**config.mk**
```make
export PLATFORM = sky130hd
export DESIGN_NAME = sram_burst_arbiter_flat
export DESIGN_NICKNAME = d
export VERILOG_FILES = /design/src/rtl/sram_burst_arbiter_if.sv /design/src/rtl/sram_burst_arbiter.sv /design/src/flat_wrapper.sv
export SDC_FILE = /design/constraint.sdc
export NUM_CORES = 1
export LEC_CHECK = 0
export CAP_MARGIN = 20
export CORE_MARGIN = 1
export CORE_UTILIZATION = 32
export DETAILED_ROUTE_END_ITERATION = 10
export GPL_TIMING_DRIVEN = 0
export HOLD_SLACK_MARGIN = 0.15
export PLACE_DENSITY_LB_ADDON = 0.08
export SYNTH_ARGS = -nofsm -noshare
export SYNTH_HDL_FRONTEND = slang
export SYNTH_SLANG_ARGS = --single-unit
```
**constraint.sdc**
```tcl
create_clock -name clk -period 1.86 [get_ports clk]
set_clock_uncertainty 0.05 [all_clocks]
set_input_delay 0.279 -clock clk [delete_from_list [all_inputs] [get_ports clk]]
set_output_delay 0.279 -clock clk [all_outputs]
set_load 0.01 [all_outputs]
```
**src/rtl/sram_burst_arbiter_if.sv**
```systemverilog
// Requester-side and SRAM-side signals of the two-master burst arbiter.
// slave = the arbiter; master = the requesters plus the SRAM read return.
interface sram_burst_arbiter_if #(
  parameter int ADDR_WIDTH = 16,
  parameter int DATA_WIDTH = 8
);
  logic [1:0]                 req_valid;
  logic [1:0]                 req_write;
  logic [1:0][ADDR_WIDTH-1:0] req_addr;
  logic [1:0]                 req_ready;
  logic [1:0][DATA_WIDTH-1:0] wr_data;
  logic [1:0]                 wr_ack;
  logic [DATA_WIDTH-1:0]      rd_data;
  logic [1:0]                 rd_valid;
  logic [1:0]                 done;
  logic                       busy;
  logic [ADDR_WIDTH-1:0]      mem_addr;
  logic                       mem_wren;
  logic                       mem_rden;
  logic [DATA_WIDTH-1:0]      mem_wr_data;
  logic [DATA_WIDTH-1:0]      mem_rd_data;

  modport slave (
    input  req_valid, req_write, req_addr, wr_data, mem_rd_data,
    output req_ready, wr_ack, rd_data, rd_valid, done, busy,
           mem_addr, mem_wren, mem_rden, mem_wr_data
  );

  modport master (
    output req_valid, req_write, req_addr, wr_data, mem_rd_data,
    input  req_ready, wr_ack, rd_data, rd_valid, done, busy,
           mem_addr, mem_wren, mem_rden, mem_wr_data
  );
endinterface

```
**src/rtl/sram_burst_arbiter.sv**
```systemverilog
// Round-robin burst controller sharing one single-port SRAM between two requesters.
// Each granted burst issues BURST_LEN back-to-back beats at incrementing addresses.
module sram_burst_arbiter #(
  parameter int ADDR_WIDTH = 16,
  parameter int DATA_WIDTH = 8,
  parameter int BURST_LEN  = 8
) (
  input  logic                clk,
  input  logic                rst,
  sram_burst_arbiter_if.slave bus
);
  localparam int BEAT_W = (BURST_LEN > 1) ? $clog2(BURST_LEN) : 1;
  localparam logic [BEAT_W-1:0] LAST_BEAT = BEAT_W'(BURST_LEN - 1);

  typedef enum logic [1:0] {
    IDLE  = 2'd0,
    BURST = 2'd1,
    DRAIN = 2'd2
  } state_t;

  state_t                state_reg, state_next;
  logic [ADDR_WIDTH-1:0] addr_reg;
  logic [BEAT_W-1:0]     beat_reg, beat_next;
  logic                  write_reg;
  logic                  gnt_reg;
  logic                  last_gnt_reg;
  logic [1:0]            rd_valid_reg, rd_valid_next;
  logic [1:0]            done_reg, done_next;

  logic                  win;
  logic                  accept;
  logic                  last_beat;
  logic [1:0]            gnt_sel;
  logic [1:0]            win_sel;

  logic                  busy;
  logic                  mem_wren;
  logic                  mem_rden;
  logic [ADDR_WIDTH-1:0] mem_addr;
  logic [DATA_WIDTH-1:0] mem_wr_data;

  // A tie goes to whoever did not win last; a lone requester always wins.
  always_comb begin
    if (&bus.req_valid) begin
      win = ~last_gnt_reg;
    end else begin
      win = ~bus.req_valid[0];
    end
  end

  assign accept    = (state_reg == IDLE) && (|bus.req_valid) && !rst;
  assign last_beat = (beat_reg == LAST_BEAT);

  generate
    for (genvar gi = 0; gi < 2; gi++) begin : g_sel
      assign gnt_sel[gi] = (gnt_reg == 1'(gi));
      assign win_sel[gi] = (win == 1'(gi));
    end
  endgenerate

  always_ff @(posedge clk) begin
    if (rst) begin
      state_reg <= IDLE;
    end else begin
      state_reg <= state_next;
    end
  end

  always_comb begin
    state_next = state_reg;
    case (state_reg)
      IDLE: begin
        if (accept) begin
          state_next = BURST;
        end
      end
      BURST: begin
        if (last_beat) begin
          state_next = write_reg ? IDLE : DRAIN;
        end
      end
      DRAIN:   state_next = IDLE;
      default: state_next = IDLE;
    endcase
  end

  always_comb begin
    busy        = (state_reg != IDLE);
    mem_wren    = (state_reg == BURST) && write_reg;
    mem_rden    = (state_reg == BURST) && !write_reg;
    mem_addr    = addr_reg + ADDR_WIDTH'(beat_reg);
    mem_wr_data = mem_wren ? bus.wr_data[gnt_reg] : '0;
  end

  always_comb begin
    beat_next = beat_reg;
    if (accept) begin
      beat_next = '0;
    end else if ((state_reg == BURST) && !last_beat) begin
      beat_next = beat_reg + 1'b1;
    end
    // Read data returns one cycle after the enable, so rd_valid trails mem_rden.
    rd_valid_next = mem_rden ? gnt_sel : 2'b00;
    done_next     = ((state_reg == BURST) && last_beat) ? gnt_sel : 2'b00;
  end

  always_ff @(posedge clk) begin
    if (rst) begin
      addr_reg     <= '0;
      beat_reg     <= '0;
      write_reg    <= 1'b0;
      gnt_reg      <= 1'b0;
      last_gnt_reg <= 1'b1;
      rd_valid_reg <= 2'b00;
      done_reg     <= 2'b00;
    end else begin
      beat_reg     <= beat_next;
      rd_valid_reg <= rd_valid_next;
      done_reg     <= done_next;
      if (accept) begin
        addr_reg     <= bus.req_addr[win];
        write_reg    <= bus.req_write[win];
        gnt_reg      <= win;
        last_gnt_reg <= win;
      end
    end
  end

  assign bus.req_ready   = accept ? win_sel : 2'b00;
  assign bus.wr_ack      = mem_wren ? gnt_sel : 2'b00;
  assign bus.rd_valid    = rd_valid_reg;
  assign bus.done        = done_reg;
  assign bus.rd_data     = bus.mem_rd_data;
  assign bus.busy        = busy;
  assign bus.mem_addr    = mem_addr;
  assign bus.mem_wren    = mem_wren;
  assign bus.mem_rden    = mem_rden;
  assign bus.mem_wr_data = mem_wr_data;
endmodule

```
**src/flat_wrapper.sv**
```systemverilog
// flat-port wrapper written by rule: the top's interface ports become plain ports
module sram_burst_arbiter_flat 
#(
  parameter int ADDR_WIDTH = 16,
  parameter int DATA_WIDTH = 8,
  parameter int BURST_LEN  = 8
)
  (clk, rst, bus_req_valid, bus_req_write, bus_req_addr, bus_wr_data, bus_mem_rd_data, bus_req_ready, bus_wr_ack, bus_rd_data, bus_rd_valid, bus_done, bus_busy, bus_mem_addr, bus_mem_wren, bus_mem_rden, bus_mem_wr_data);
  sram_burst_arbiter_if #(.ADDR_WIDTH(ADDR_WIDTH), .DATA_WIDTH(DATA_WIDTH)) bus_i ();
  input  logic clk;
  input  logic rst;
  input wire logic [$bits(bus_i.req_valid)-1:0] bus_req_valid;
  input wire logic [$bits(bus_i.req_write)-1:0] bus_req_write;
  input wire logic [$bits(bus_i.req_addr)-1:0] bus_req_addr;
  input wire logic [$bits(bus_i.wr_data)-1:0] bus_wr_data;
  input wire logic [$bits(bus_i.mem_rd_data)-1:0] bus_mem_rd_data;
  output wire logic [$bits(bus_i.req_ready)-1:0] bus_req_ready;
  output wire logic [$bits(bus_i.wr_ack)-1:0] bus_wr_ack;
  output wire logic [$bits(bus_i.rd_data)-1:0] bus_rd_data;
  output wire logic [$bits(bus_i.rd_valid)-1:0] bus_rd_valid;
  output wire logic [$bits(bus_i.done)-1:0] bus_done;
  output wire logic [$bits(bus_i.busy)-1:0] bus_busy;
  output wire logic [$bits(bus_i.mem_addr)-1:0] bus_mem_addr;
  output wire logic [$bits(bus_i.mem_wren)-1:0] bus_mem_wren;
  output wire logic [$bits(bus_i.mem_rden)-1:0] bus_mem_rden;
  output wire logic [$bits(bus_i.mem_wr_data)-1:0] bus_mem_wr_data;
  assign bus_i.req_valid = bus_req_valid;
  assign bus_i.req_write = bus_req_write;
  assign bus_i.req_addr = bus_req_addr;
  assign bus_i.wr_data = bus_wr_data;
  assign bus_i.mem_rd_data = bus_mem_rd_data;
  assign bus_req_ready = bus_i.req_ready;
  assign bus_wr_ack = bus_i.wr_ack;
  assign bus_rd_data = bus_i.rd_data;
  assign bus_rd_valid = bus_i.rd_valid;
  assign bus_done = bus_i.done;
  assign bus_busy = bus_i.busy;
  assign bus_mem_addr = bus_i.mem_addr;
  assign bus_mem_wren = bus_i.mem_wren;
  assign bus_mem_rden = bus_i.mem_rden;
  assign bus_mem_wr_data = bus_i.mem_wr_data;
  sram_burst_arbiter #(.ADDR_WIDTH(ADDR_WIDTH), .DATA_WIDTH(DATA_WIDTH), .BURST_LEN(BURST_LEN)) u_core (.clk(clk), .rst(rst), .bus(bus_i));
endmodule
```
### Yosys cells after proc, flatten, opt, wreduce, memory -nomap -nowiden

Index checks and enable logic that the tools add are counted.

* bits in registers: 28
* logic and storage cells: 53
* bits of input ports: 62
* output and inout bits: 43

* equal/unequal tests: 4
* add/sub/neg operators: 2
* bitwise logic cells: 6
* multiplexer cells: 14
* reductions and logical operators: 17
* magnitude comparators: 2

Operator list (number)
* $mux 16: 2
* $mux 8: 3
* $add 16x3->16: 1
* $mux 2: 5
* $reduce_or 2->1: 4
* $logic_and 1x1->1: 6
* $not 1->1: 6
* $lt 1x2->1 const B: 2
* $ne 2x1->1 const B: 2
* $pmux 2 s2: 1
* $reduce_and 2->1: 2
* $add 3x1->3 const B: 1
* $eq 3x3->1 const B: 1
* $logic_not 1->1: 3
* $mux 1: 3
* $eq 2x1->1 const B: 1
* $logic_not 2->1: 1
* $reduce_bool 2->1: 1

### Logic depth before layout (Yosys ltp)

* depth after elaboration: 5
* mapped depth: 7

### Worst setup path after synthesis

OpenSTA, ideal clock, no wires.

* path kind: register -> output
* start: register u_core.beat_reg[0]
* end: output bus_mem_addr[6]
* slack: -0.041 ns
* cell stages (with the launch flop): 6
* arrival: 1.572 ns
* buffers on the path: 0
* cells stage by stage: dfxtp_1 > ha_1 > fa_1 > a21oi_1 > nor3b_1 > xor2_1

* longest elaborated chain between the ends: 1

RTL lines
* from (decl): RTL line sram_burst_arbiter.sv:23 `logic [BEAT_W-1:0] beat_reg, beat_next;`
* from (signal assigned): RTL line sram_burst_arbiter.sv:117 `beat_reg <= beat_next;`
* $add 16x3->16: RTL line sram_burst_arbiter.sv:91 `mem_addr = addr_reg + ADDR_WIDTH'(beat_reg);`
* to (decl): RTL line flat_wrapper.sv:23 `output wire logic [$bits(bus_i.mem_addr)-1:0] bus_mem_addr;`

No other way between the ends.

### Worst setup path in the final report

* start: register u_core.beat_reg[1]
* end: output bus_mem_addr[12]

Same word-level chain as after synthesis.

==> metrics.txt <==
global-route wire length before repair roughly 8100 um; half-perimeter wire length of the detailed placement result around 3600 um; fraction of layout instances using a drive strength above 1 0.3174; Max Transition Viols Final 0; async set or reset register ratio after synthesis 0; CP endpoint kind output pin; count of hold-fix buffers inserted at cts 0; clock edge transition at the registers on the reported setup and hold paths around 0.11 ns; WL final between 5000 and 6000 um; maximum ir drop on the vdd rail approximately 460 uV; Floorplan Core Area ~4700 um2; # IOs ~110; count of state elements after synthesis 28; distinct cell type count of the synthesized netlist 31; maximum clock frequency about 0.44 GHz; antenna violations before repair 0; Relative slew margins 0.6490; number of antenna diodes 0; commonest cells in the netlist sky130_fd_sc_hd__nor2_1, sky130_fd_sc_hd__dfxtp_1, sky130_fd_sc_hd__a222oi_1; Die ar. about 5200 um2; register cell area after layout slightly below 600 um2; initial core utilization 0.3340; CP Class reg2out; share of the clock period used by the worst path after layout 1.209; detailed-router iteration count before antenna repair 7; CP Data Arrival Time around 1.9 ns; Clock Path Buffers 2; Warnings, synthesis 0; TritonCTS clock tree yes; number of vias per cell after detailed routing between 5 and 6; num rows 25; Max Fanout on Critical Path 3; result of the run finished with violations; setup ws final -0.3885 ns; total track usage 0.1984; number of enable-type register cells in the synthesized netlist 0; transition at the pin with the smallest max-transition slack ~0.53 ns; leading register cell type out of synthesis sky130_fd_sc_hd__dfxtp_1; via count of the first global-routing pass roughly 1700; required time of the critical path approximately 1.5 ns; final sum of negative setup slack -3.838 ns; cell with the most instances after synthesis sky130_fd_sc_hd__nor2_1; Final GP Congestion 0.7696; fillers 413; later-pin clock latency in the skew report around 0.28 ns; Util after Layout 0.6381; Tmin final around 2.2 ns; violated checks setup timing; critical path startpoint category flip-flop; area of the multi-input gates roughly 1100 um2; H-tree depth reported by CTS 1; final-stage net count around 360; final routed wire length divided by cell count around 15 um; Inserted Clock Buffers 3; maximum number of pins on one net before global-route repair 19; flip-flop count of the largest register, all copies and words added 16; Fin. Hold Viols 0; DIE WIDTH roughly 72 um; Via Count between 1500 and 2000; P per Cell Area 537.9 nW/um2; Net Count, Synth roughly 240; post-synth top area share 0.3553; RSZ-0062 raised after global routing true; overall overflow remaining after global route 0; post-synthesis cell area roughly 1600 um2; Mapped Avg Cell Area approximately 9.1 um2; leakage power summed over all cells 1.407 nW; Post-route DRC 0; input/output buffers 95; Die Y between 70 and 80 um; Placed Instances between 300 and 400; synthesized instance count 173; area leader, netlist sky130_fd_sc_hd__dfxtp_1; Antenna Nets Post-Route 0; Area growth syn-to-layout 91.04%; Iteration-0 DRC Markers ~160; final standard cell count with taps included and fillers excluded 360; cells taking the most area after synthesis sky130_fd_sc_hd__dfxtp_1, sky130_fd_sc_hd__a222oi_1, sky130_fd_sc_hd__nor2_1, sky130_fd_sc_hd__mux2i_1, sky130_fd_sc_hd__xor2_1; Clock Sink Count 28; clk root buf sky130_fd_sc_hd__clkbuf_8; share of the yosys chip area belonging to registers 0.3553; number of maximum-capacitance constraint violations 0; Finish-stage setup viols 14; worst min path class in2reg
==> cell families (layout without fill, tap and decap cells) <==
family | after synthesis | after routing | share of synthesized area
adders and majority gates | 6 | 6 | 0.05234
buffers and inverters | 21 | 141 | 0.07771
AOI/OAI and AO/OA | 23 | 23 | 0.1300
muxes | 10 | 10 | 0.06344
DFF | 28 | 28 | 0.3553
xor gates and xnor gates | 15 | 15 | 0.08326
and+or+nand+nor | 70 | 70 | 0.2379
==> worst max-delay path, stage by stage (launching register included) <==
cell	delay [ns]
sky130_fd_sc_hd__dfxtp_4	0.38
sky130_fd_sc_hd__buf_12	0.13
sky130_fd_sc_hd__fa_2	0.41
sky130_fd_sc_hd__a21oi_4	0.17
sky130_fd_sc_hd__buf_6	0.13
sky130_fd_sc_hd__nor3_2	0.05
sky130_fd_sc_hd__xor2_1	0.20
sky130_fd_sc_hd__buf_2	0.17
==> per-layer routing <==
metal / vias to the layer above / global-route usage / share of wire
met5: - / 0 / 0
met4: 0 / 0.03268 / 0.0032
met3: 2 / 0.04306 / 0.087
met2: 101 / 0.3666 / 0.51
met1: 846 / 0.2376 / 0.40
li1: 869 / - / -
==> metrics by stage <==
step           setup WS (ns)  hold slack [ns]  total power, mW  instance area (um2)
5_1_grt              -0.4480           0.2564            1.690                 3014
3_3_place_gp         -0.7771           0.4042            1.115                 2616
4_1_cts              -0.3470           0.2289            1.620                 2953
2_1_floorplan        0.02829           0.3847           0.8707                 1582
6_report             -0.3885           0.2591            1.621                 3014
3_5_place_dp         -0.7533           0.4095            1.116                 2616
==> path summary, 6_finish.rpt <==
kind | endpoint | startpoint | cells past startpoint | slack (ns)
worst max-delay path | bus_mem_addr[12] | u_core.beat_reg[1] | 7 | -0.39
worst min-delay path | u_core.state_reg[1] | rst | 2 | 0.26
worst max register to register | u_core.addr_reg[3] | u_core.state_reg[0] | 10 | 0.13
worst min register to register | u_core.last_gnt_reg | u_core.last_gnt_reg | 2 | 0.43
==> layout make-up <==
class | count | share of cell area
timing repair buffer | 117 | 0.3562
clock buffer | 3 | 0.01370
multi-input combinational | 124 | 0.3533
inverter | 3 | 0.003736
tap | 67 | 0.02781
sequential | 28 | 0.1922
buffer | 17 | 0.04317
clock inverter | 1 | 0.009963
==> repair_timing <==
action | in CTS | in global routing
gates resized for setup | 120 | 17
cloned | 0 | 0
buffers inserted | 20 | 3
endpoints found under the setup margin | 29 | 30
pin swaps | 16 | 9
==> report_power, final <==
group          internal [mW]  switching, mW
Combinational          0.275          0.176
Clock                  0.289          0.202
Sequential             0.636         0.0431
Total                   1.20          0.421
==> cells in the final DEF, fill, tap and decap left out, types with 9 or more instances in the layout <==
| cell | instances |
|---|---|
| sky130_fd_sc_hd__buf_2 | 18 |
| sky130_fd_sc_hd__dfxtp_1 | 17 |
| sky130_fd_sc_hd__buf_4 | 23 |
| sky130_fd_sc_hd__xor2_1 | 11 |
| sky130_fd_sc_hd__dlygate4sd2_1 | 11 |
| sky130_fd_sc_hd__clkdlybuf4s50_1 | 64 |
| sky130_fd_sc_hd__mux2i_1 | 10 |
| sky130_fd_sc_hd__a222oi_1 | 17 |
| sky130_fd_sc_hd__buf_6 | 9 |
| sky130_fd_sc_hd__nor2_1 | 33 |
| sky130_fd_sc_hd__dfxtp_2 | 9 |
(Power assumes the default switching activity.)
